<file path="config.mk">
export PLATFORM = sky130hd
export DESIGN_NAME = uart_tx_param
export DESIGN_NICKNAME = d
export VERILOG_FILES = /design/src/rtl/uart_tx_param.sv
export SDC_FILE = /design/constraint.sdc
export NUM_CORES = 1
export LEC_CHECK = 0
export BUFFER_PORTS_ARGS = -buffer_cell sky130_fd_sc_hd__buf_2
export CAP_MARGIN = 10
export CORE_MARGIN = 2
export CORE_UTILIZATION = 54
export DETAILED_ROUTE_END_ITERATION = 8
export GPL_TIMING_DRIVEN = 0
export MAX_ROUTING_LAYER = met4
export PLACE_DENSITY = 0.74
export SLEW_MARGIN = 10
export SYNTH_ARGS = -nofsm -noshare
export SYNTH_HDL_FRONTEND = slang
export SYNTH_SLANG_ARGS = --single-unit
</file>
<file path="constraint.sdc">
create_clock -name clk -period 2.2 [get_ports clk]
set_input_delay 0.11 -clock clk [delete_from_list [all_inputs] [get_ports clk]]
set_output_delay 0.11 -clock clk [all_outputs]
set_load 0.03 [all_outputs]
</file>
<file path="src/rtl/uart_tx_param.sv">
// Parametrised UART transmitter: frame FSM, serializer, parity and line driver in one block.
// Optional line-break support is enabled by defining UART_TX_BREAK_EN.
module uart_tx_param #(
    parameter int unsigned DATA_WIDTH = 8
) (
    input  logic                  clk,
    input  logic                  reset_n,
    input  logic                  tick_in,
`ifdef UART_TX_BREAK_EN
    input  logic                  break_in,
`endif
    input  logic [DATA_WIDTH-1:0] data_in,
    input  logic                  data_valid_in,
    input  logic                  par_en_in,
    input  logic                  par_type_in,
    input  logic                  stop2_in,
    output logic                  data_ack_out,
    output logic                  tx_out,
    output logic                  busy_out,
    output logic                  frame_done_out
);

    localparam int unsigned BIT_CNT_W = $clog2(DATA_WIDTH);

    localparam logic [2:0] S_IDLE   = 3'd0;
    localparam logic [2:0] S_START  = 3'd1;
    localparam logic [2:0] S_DATA   = 3'd2;
    localparam logic [2:0] S_PARITY = 3'd3;
    localparam logic [2:0] S_STOP1  = 3'd4;
    localparam logic [2:0] S_STOP2  = 3'd5;
`ifdef UART_TX_BREAK_EN
    localparam logic [2:0] S_BREAK  = 3'd6;
`endif

    logic [2:0]            state_q, state_d;
    logic [DATA_WIDTH-1:0] shift_q, shift_d;
    logic [BIT_CNT_W-1:0]  cnt_q, cnt_d;
    logic                  par_en_q, par_en_d;
    logic                  par_bit_q, par_bit_d;
    logic                  stop2_q, stop2_d;
    logic                  tx_q, tx_d;
    logic                  busy_q, busy_d;
    logic                  ack_q, ack_d;
    logic                  done_q, done_d;
    logic                  frame_end;

    // State and output registers; pulses self-clear, everything else holds without a tick.
    always_ff @(posedge clk or negedge reset_n) begin
        if (!reset_n) begin
            state_q   <= S_IDLE;
            shift_q   <= '0;
            cnt_q     <= '0;
            par_en_q  <= 1'b0;
            par_bit_q <= 1'b0;
            stop2_q   <= 1'b0;
            tx_q      <= 1'b1;
            busy_q    <= 1'b0;
            ack_q     <= 1'b0;
            done_q    <= 1'b0;
        end else begin
            state_q   <= state_d;
            shift_q   <= shift_d;
            cnt_q     <= cnt_d;
            par_en_q  <= par_en_d;
            par_bit_q <= par_bit_d;
            stop2_q   <= stop2_d;
            tx_q      <= tx_d;
            busy_q    <= busy_d;
            ack_q     <= ack_d;
            done_q    <= done_d;
        end
    end

    // Next-state logic; tx_d is the line level of the state being entered.
    always_comb begin
        state_d   = state_q;
        shift_d   = shift_q;
        cnt_d     = cnt_q;
        par_en_d  = par_en_q;
        par_bit_d = par_bit_q;
        stop2_d   = stop2_q;
        tx_d      = tx_q;
        busy_d    = busy_q;
        ack_d     = 1'b0;
        done_d    = 1'b0;
        frame_end = 1'b0;

        if (tick_in) begin
            case (state_q)
                S_IDLE: begin
                end
                S_START: begin
                    state_d = S_DATA;
                    tx_d    = shift_q[0];
                    shift_d = shift_q >> 1;
                    cnt_d   = '0;
                end
                S_DATA: begin
                    if (cnt_q == BIT_CNT_W'(DATA_WIDTH - 1)) begin
                        if (par_en_q) begin
                            state_d = S_PARITY;
                            tx_d    = par_bit_q;
                        end else begin
                            state_d = S_STOP1;
                            tx_d    = 1'b1;
                        end
                    end else begin
                        tx_d    = shift_q[0];
                        shift_d = shift_q >> 1;
                        cnt_d   = cnt_q + BIT_CNT_W'(1);
                    end
                end
                S_PARITY: begin
                    state_d = S_STOP1;
                    tx_d    = 1'b1;
                end
                S_STOP1: begin
                    if (stop2_q) begin
                        state_d = S_STOP2;
                        tx_d    = 1'b1;
                    end else begin
                        frame_end = 1'b1;
                    end
                end
                S_STOP2: begin
                    frame_end = 1'b1;
                end
`ifdef UART_TX_BREAK_EN
                S_BREAK: begin
                    if (!break_in) begin
                        state_d = S_IDLE;
                        tx_d    = 1'b1;
                        busy_d  = 1'b0;
                    end
                end
`endif
                default: begin
                    state_d = S_IDLE;
                    tx_d    = 1'b1;
                    busy_d  = 1'b0;
                end
            endcase

            // Accept window: idle, or the end tick of a frame (back-to-back without an idle bit).
            if ((state_q == S_IDLE) || frame_end) begin
                done_d = frame_end;
`ifdef UART_TX_BREAK_EN
                if (break_in) begin
                    state_d = S_BREAK;
                    tx_d    = 1'b0;
                    busy_d  = 1'b1;
                end else
`endif
                if (data_valid_in) begin
                    state_d   = S_START;
                    tx_d      = 1'b0;
                    busy_d    = 1'b1;
                    ack_d     = 1'b1;
                    shift_d   = data_in;
                    par_en_d  = par_en_in;
                    par_bit_d = par_type_in ? ~^data_in : ^data_in;
                    stop2_d   = stop2_in;
                end else begin
                    state_d = S_IDLE;
                    tx_d    = 1'b1;
                    busy_d  = 1'b0;
                end
            end
        end
    end

    assign data_ack_out   = ack_q;
    assign tx_out         = tx_q;
    assign busy_out       = busy_q;
    assign frame_done_out = done_q;

endmodule
</file>
# Word level (Yosys, flattened, before mapping)
# Index checks and enable logic that the tools add are counted.
[classes] add_sub_neg=1 multipliers=0 n_div=0 magnitude_cmp=0 eq_ne=11 n_shift=0 muxes=29 bitwise_logic=0 reduce_logical=12
[ops] operator="$mux 8" count=3
[ops] operator="$mux 1" count=16
[ops] operator="$pmux 8 s2" count=1
[ops] operator="$mux 3" count=5
[ops] operator="$pmux 3 s5" count=1
[ops] operator="$eq 3x3->1 const B" count=3
[ops] operator="$reduce_and 3->1" count=3
[ops] operator="$reduce_xnor 8->1" count=1
[ops] operator="$reduce_xor 8->1" count=1
[ops] operator="$eq 3x2->1 const B" count=2
[ops] operator="$ne 3x3->1 const B" count=2
[ops] operator="$pmux 3 s2" count=1
[ops] operator="$reduce_or 6->1" count=1
[ops] operator="$ne 2x1->1 const B" count=2
[ops] operator="$pmux 1 s4" count=1
[ops] operator="$reduce_and 4->1" count=1
[ops] operator="$add 3x1->3 const B" count=1
[ops] operator="$eq 3x1->1 const B" count=1
[ops] operator="$logic_not 3->1" count=1
[ops] operator="$ne 2x2->1 const B" count=1
[ops] operator="$pmux 1 s2" count=1
[ops] operator="$reduce_and 2->1" count=1
[ops] operator="$reduce_bool 2->1" count=1
[ops] operator="$reduce_or 2->1" count=1
[ops] operator="$logic_or 1x1->1" count=1
[totals] ff_bits=21 latch_bits=0 ramBits=0 romBits=0 input_bits=15 out_inout_bits=4 n_memories=0

# Longest topological paths before layout
[depth] ltp_word=6 depth_mapped=6

# Worst setup path after synthesis
# No wires, ideal clock.
[synth_path] path_type="reg2reg" start="reg cnt_q[0]" end="reg cnt_q[0]" setup_time_ps=64 arrival_ps=1498 t_required_ps=2136 path_slack_ps=638 stages_incl_launch_ff=7 path_buffers=0 synth_period_minus_slack_ps=1562 path_cell_list="dfrtp_1 > ha_1 > ha_1 > nor3b_4 > o21ai_4 > nor4_1 > a21o_1"
[synth_between] elab_chain_len=3 elab_cells_between_ends=6 cone_classes="add/sub: 1; eq/ne: 2; mux: 2; reduce/logical: 1"
[synth_lines] item="from (decl)" line_no="37" source="logic [BIT_CNT_W-1:0] cnt_q, cnt_d;"
[synth_lines] item="from (signal assigned)" line_no="63" source="cnt_q <= cnt_d;"
[synth_lines] item="$add 3x1->3 or $eq 3x3->1 (tied branches)" line_no="110, 99"
[synth_lines] item="$mux 3 or $ne 2x2->1 (tied branches)"
[synth_lines] item="$pmux 3 s2 or $reduce_and 3->1 (tied branches)"
# Parallel ways exist; a longest one is shown, timed or not. The select of a mux whose other input is x is not followed.
# A chain may end at the register's enable or synchronous reset.

# Final worst setup path
[layout_path] start="reg cnt_q[0]" end="reg shift_q[6]"
[layout_between] elab_chain_len=5
[layout_lines] item="$eq 3x3->1 (*)" line_no="99" source="if (cnt_q == BIT_CNT_W'(DATA_WIDTH - 1)) begin"
[layout_lines] item="$mux 8 (*)" line_no="99"
[layout_lines] item="$pmux 8 s2 (*)" line_no="89" source="case (state_q)"
[layout_lines] item="$mux 8" line_no="154" source="if (data_valid_in) begin"
[layout_lines] item="$mux 8 (*)" line_no="145" source="if ((state_q == S_IDLE) || frame_end) begin"
[layout_lines] item="to (signal assigned)" line_no="62" source="shift_q <= shift_d;"
[layout_lines] item="to (decl)" line_no="36" source="logic [DATA_WIDTH-1:0] shift_q, shift_d;"
# Mark *: on every way between the ends. The rest lies on a longest branch, timed or not.

==> results.sh <==
export IMPL_reg2reg_depth=6
export IMPL_clk_pin_slew_ns=0.12
export IMPL_clockBufferDepth=2
export IMPL_crit_arrival_ns=1.98
export IMPL_ir_worst_vdd_v=0.0007171
export IMPL_grt_overflow=0
export IMPL_tightest_slew_ns=0.4733
export IMPL_synth_top_area_share_pct=43.91
export IMPL_combPwrFrac_pct=47.5
export IMPL_swShare_pct=39.31
export IMPL_drive_gt1_share_pct=24.81
export IMPL_die_w_um=49.95
export IMPL_crit_path_end_kind="flop"
export IMPL_cts_htree_levels=1
export IMPL_finalMaxSlewViolations=0
export IMPL_routed_wl_um=2202
export IMPL_finalClockSkew_ns=0.003589
export IMPL_min_path_type="in2reg"
export IMPL_setup_viol=0
export IMPL_gp_congestion=0.8736
export IMPL_crit_buf_inv=0
export IMPL_synth_ff_type="dfrtp_1"
export IMPL_viasPerCell=5.526
export IMPL_drtPass1Iterations=4
export IMPL_synthArstFlopShare_pct=100.0
export IMPL_internal_power_mw=0.9774
export IMPL_critPathMaxStageDelay_ns=0.42
export IMPL_yosysWarningCount=0
export IMPL_status="complete, no violations"
export IMPL_synth_fp_nets=123
export IMPL_final_core_util_pct=65.59
export IMPL_start_util_pct=57.51
export IMPL_synth_common_cells="20 x dfrtp_1, 10 x nand2_1, 8 x o22ai_1"
export IMPL_clkPwrFrac_pct=11.8
export IMPL_period_minus_slack_ns=1.746
export IMPL_grt_max_degree=22
export IMPL_cts_tree="done"
export IMPL_ys_types=38
export IMPL_dp_hpwl_um=1678
export IMPL_cts_sinks=21
export IMPL_cts_root_buf="clkbuf_4"
export IMPL_clk_latency_ns=0.31
export IMPL_max_cap_violations=0
export IMPL_total_power_mw=1.610
export IMPL_rsz0062_at_grt="no"
export IMPL_synth_most_common_cell="dfrtp_1"
export IMPL_synth_area_leaders="dfrtp_1 44%, a2bb2oi_1 5.4%, o22ai_1 4.4%"
export IMPL_yosys_register_bits=21
export IMPL_ys_seq_area_share_pct=46.21
export IMPL_synthCells=106
export IMPL_post_dp_cell_area_mm2=0.001264
export IMPL_drt_iter0_drc=13
export IMPL_synth_top_area_cell="dfrtp_1"
export IMPL_nNetsFinal=147
export IMPL_io_buffers=18
export IMPL_num_vias=862
export IMPL_track_usage_pct=21.14
export IMPL_power_leakage_nw=0.6041
export IMPL_syn2layout_area_growth_pct=14.05
export IMPL_dieArea_mm2=0.002495
export IMPL_cp_common_cell="ha_1"
export IMPL_crit_chain="ha_1 -> ha_1 -> nor3b_4 -> o21ai_4 -> nand2_2 -> a2bb2oi_1"
export IMPL_cpLargestDelayFamily="adder cells"
export IMPL_antenna_left=0
export IMPL_required_ns=2.43
export IMPL_worstSetupPathType="reg2reg"
export IMPL_cts_made_buffers=3
export IMPL_crit_cells=6
export IMPL_worstPathMaxFanout=8
export IMPL_fmax_ghz=0.5728
export IMPL_finalCritPeriodShare_pct=79.35
export IMPL_io_pins=19
export IMPL_slew_headroom_pct=68.45
export IMPL_dieHeight_um=49.95
export IMPL_cp_slowest_cell="dfrtp_1"
export IMPL_seqPwrFrac_pct=40.6
export IMPL_power_density_mw_per_mm2=1239
export IMPL_antenna_found_initial=0
export IMPL_hold_viol=0
export IMPL_syn_cell_area_mm2=0.001140
export IMPL_avgSynthCellArea_um2=10.75
export IMPL_fin_setup_tns_ns=0
export IMPL_final_cells=156
export IMPL_drc=0
export IMPL_critPathLaunchType="flop"
export IMPL_design_area_mm2=0.001300
export IMPL_num_antenna_cells=0
export IMPL_min_path_cells=2
export IMPL_dp_cells=151
export IMPL_grt_pass1_vias=891
export IMPL_avgRoutedWirePerCell_um=14.12
export IMPL_grt_first_pass_wirelength_um=3774
export IMPL_rows=16
export IMPL_netSwitchingPower_mw=0.6330
export IMPL_synth_edf_count=0
export IMPL_core_mm2=0.001982
-- final timing paths --
kind | from | to | slack (ns)
max reg2reg | cnt_q[0] | shift_q[6] | 0.45
min in group asynchronous | reset_n | stop2_q | 0.27
max in group asynchronous | reset_n | tx_out | 1.58
min reg2reg | tx_out | tx_out | 0.49
max | cnt_q[0] | shift_q[6] | 0.45
min | par_en_in | par_en_q | 0.005
-- power groups by stage --
stage / Clock, mW / Sequential, mW / Combinational [mW]
after CTS: 0.198 / 0.655 / 0.772
after floorplan: 0 / 0.680 / 0.572
after global placement: 0 / 0.656 / 0.745
after global routing: 0.214 / 0.674 / 0.842
final: 0.190 / 0.655 / 0.765
after detailed placement: 0 / 0.664 / 0.768
-- stage by stage --
| step | setup slack, ns | hold slack [ns] |
|---|---|---|
| floorplan | 0.6382 | -0.1856 |
| global placement | 0.5241 | 0.08480 |
| detailed placement | 0.4536 | 0.09075 |
| CTS | 0.4181 | 0.00006045 |
| global route | 0.3012 | 0.001690 |
| finish | 0.4542 | 0.004981 |
-- sequential cells by signal (all words and copies together) (netlist names) --
signal,count
frame_done_out,1
busy_out,1
par_en_q,1
tx_out,1
par_bit_q,1
shift_q,8
cnt_q,3
stop2_q,1
state_q,3
data_ack_out,1
-- cells by family after synthesis --
logic type,after synthesis,share of synthesized area [%]
buffers and inverters,8,3.073
flip-flops,21,46.21
multiplexers,4,4.171
XOR/XNOR,7,6.696
AO/OA/AOI/OAI,34,21.41
AND/OR/NAND/NOR,30,16.25
adder cells (fa/ha/maj),2,2.195
-- final cells by class --
| type | count | area [um2] |
|---|---|---|
| fill | 162 | 681.9 |
| multi-input combinational | 77 | 578.1 |
| sequential | 21 | 526.8 |
| timing repair buffer | 19 | 100.1 |
| tap | 27 | 33.78 |
| clock buffer | 4 | 26.28 |
| buffer | 4 | 20.02 |
| inverter | 4 | 15.01 |
-- metal layers --
layer | vias up | track usage (%) | part of all wire [%]
met5 | - | - | 0
met4 | 0 | 12.04 | 2.2
met3 | 6 | 3.939 | 3.0
met2 | 14 | 36.22 | 51
met1 | 409 | 22.81 | 43
li1 | 433 | - | -
-- worst reg2reg max path, delay by kind of cell (launching register included) --
family	cells	cell delay (ns)
AND/OR/NAND/NOR	2	0.45
flip-flops	1	0.42
AO/OA/AOI/OAI	2	0.31
adder cells (fa/ha/maj)	2	0.48
-- layout by cell type, fill, tap and decap left out, types with 2 or more instances in the layout --
| cell type | count |
|---|---|
| buf_2 | 19 |
| clkbuf_4 | 3 |
| nand2_1 | 10 |
| nand2b_1 | 4 |
| o2bb2ai_1 | 2 |
| o31ai_1 | 2 |
| inv_1 | 4 |
| o21ai_0 | 6 |
| clkbuf_1 | 3 |
| dfrtp_1 | 20 |
| nor2b_1 | 3 |
| xnor2_1 | 5 |
| mux2_1 | 2 |
| ha_1 | 2 |
| nor2_1 | 4 |
| a21oi_1 | 3 |
| a2bb2oi_1 | 7 |
| o22ai_1 | 8 |
-- repair_timing --
action                                 CTS  global route
setup buffers                            0             0
endpoints found under the hold margin   20             0
hold buffers                             1             0
gates resized for setup                  0             0
Power figures use the tool's default switching activity.
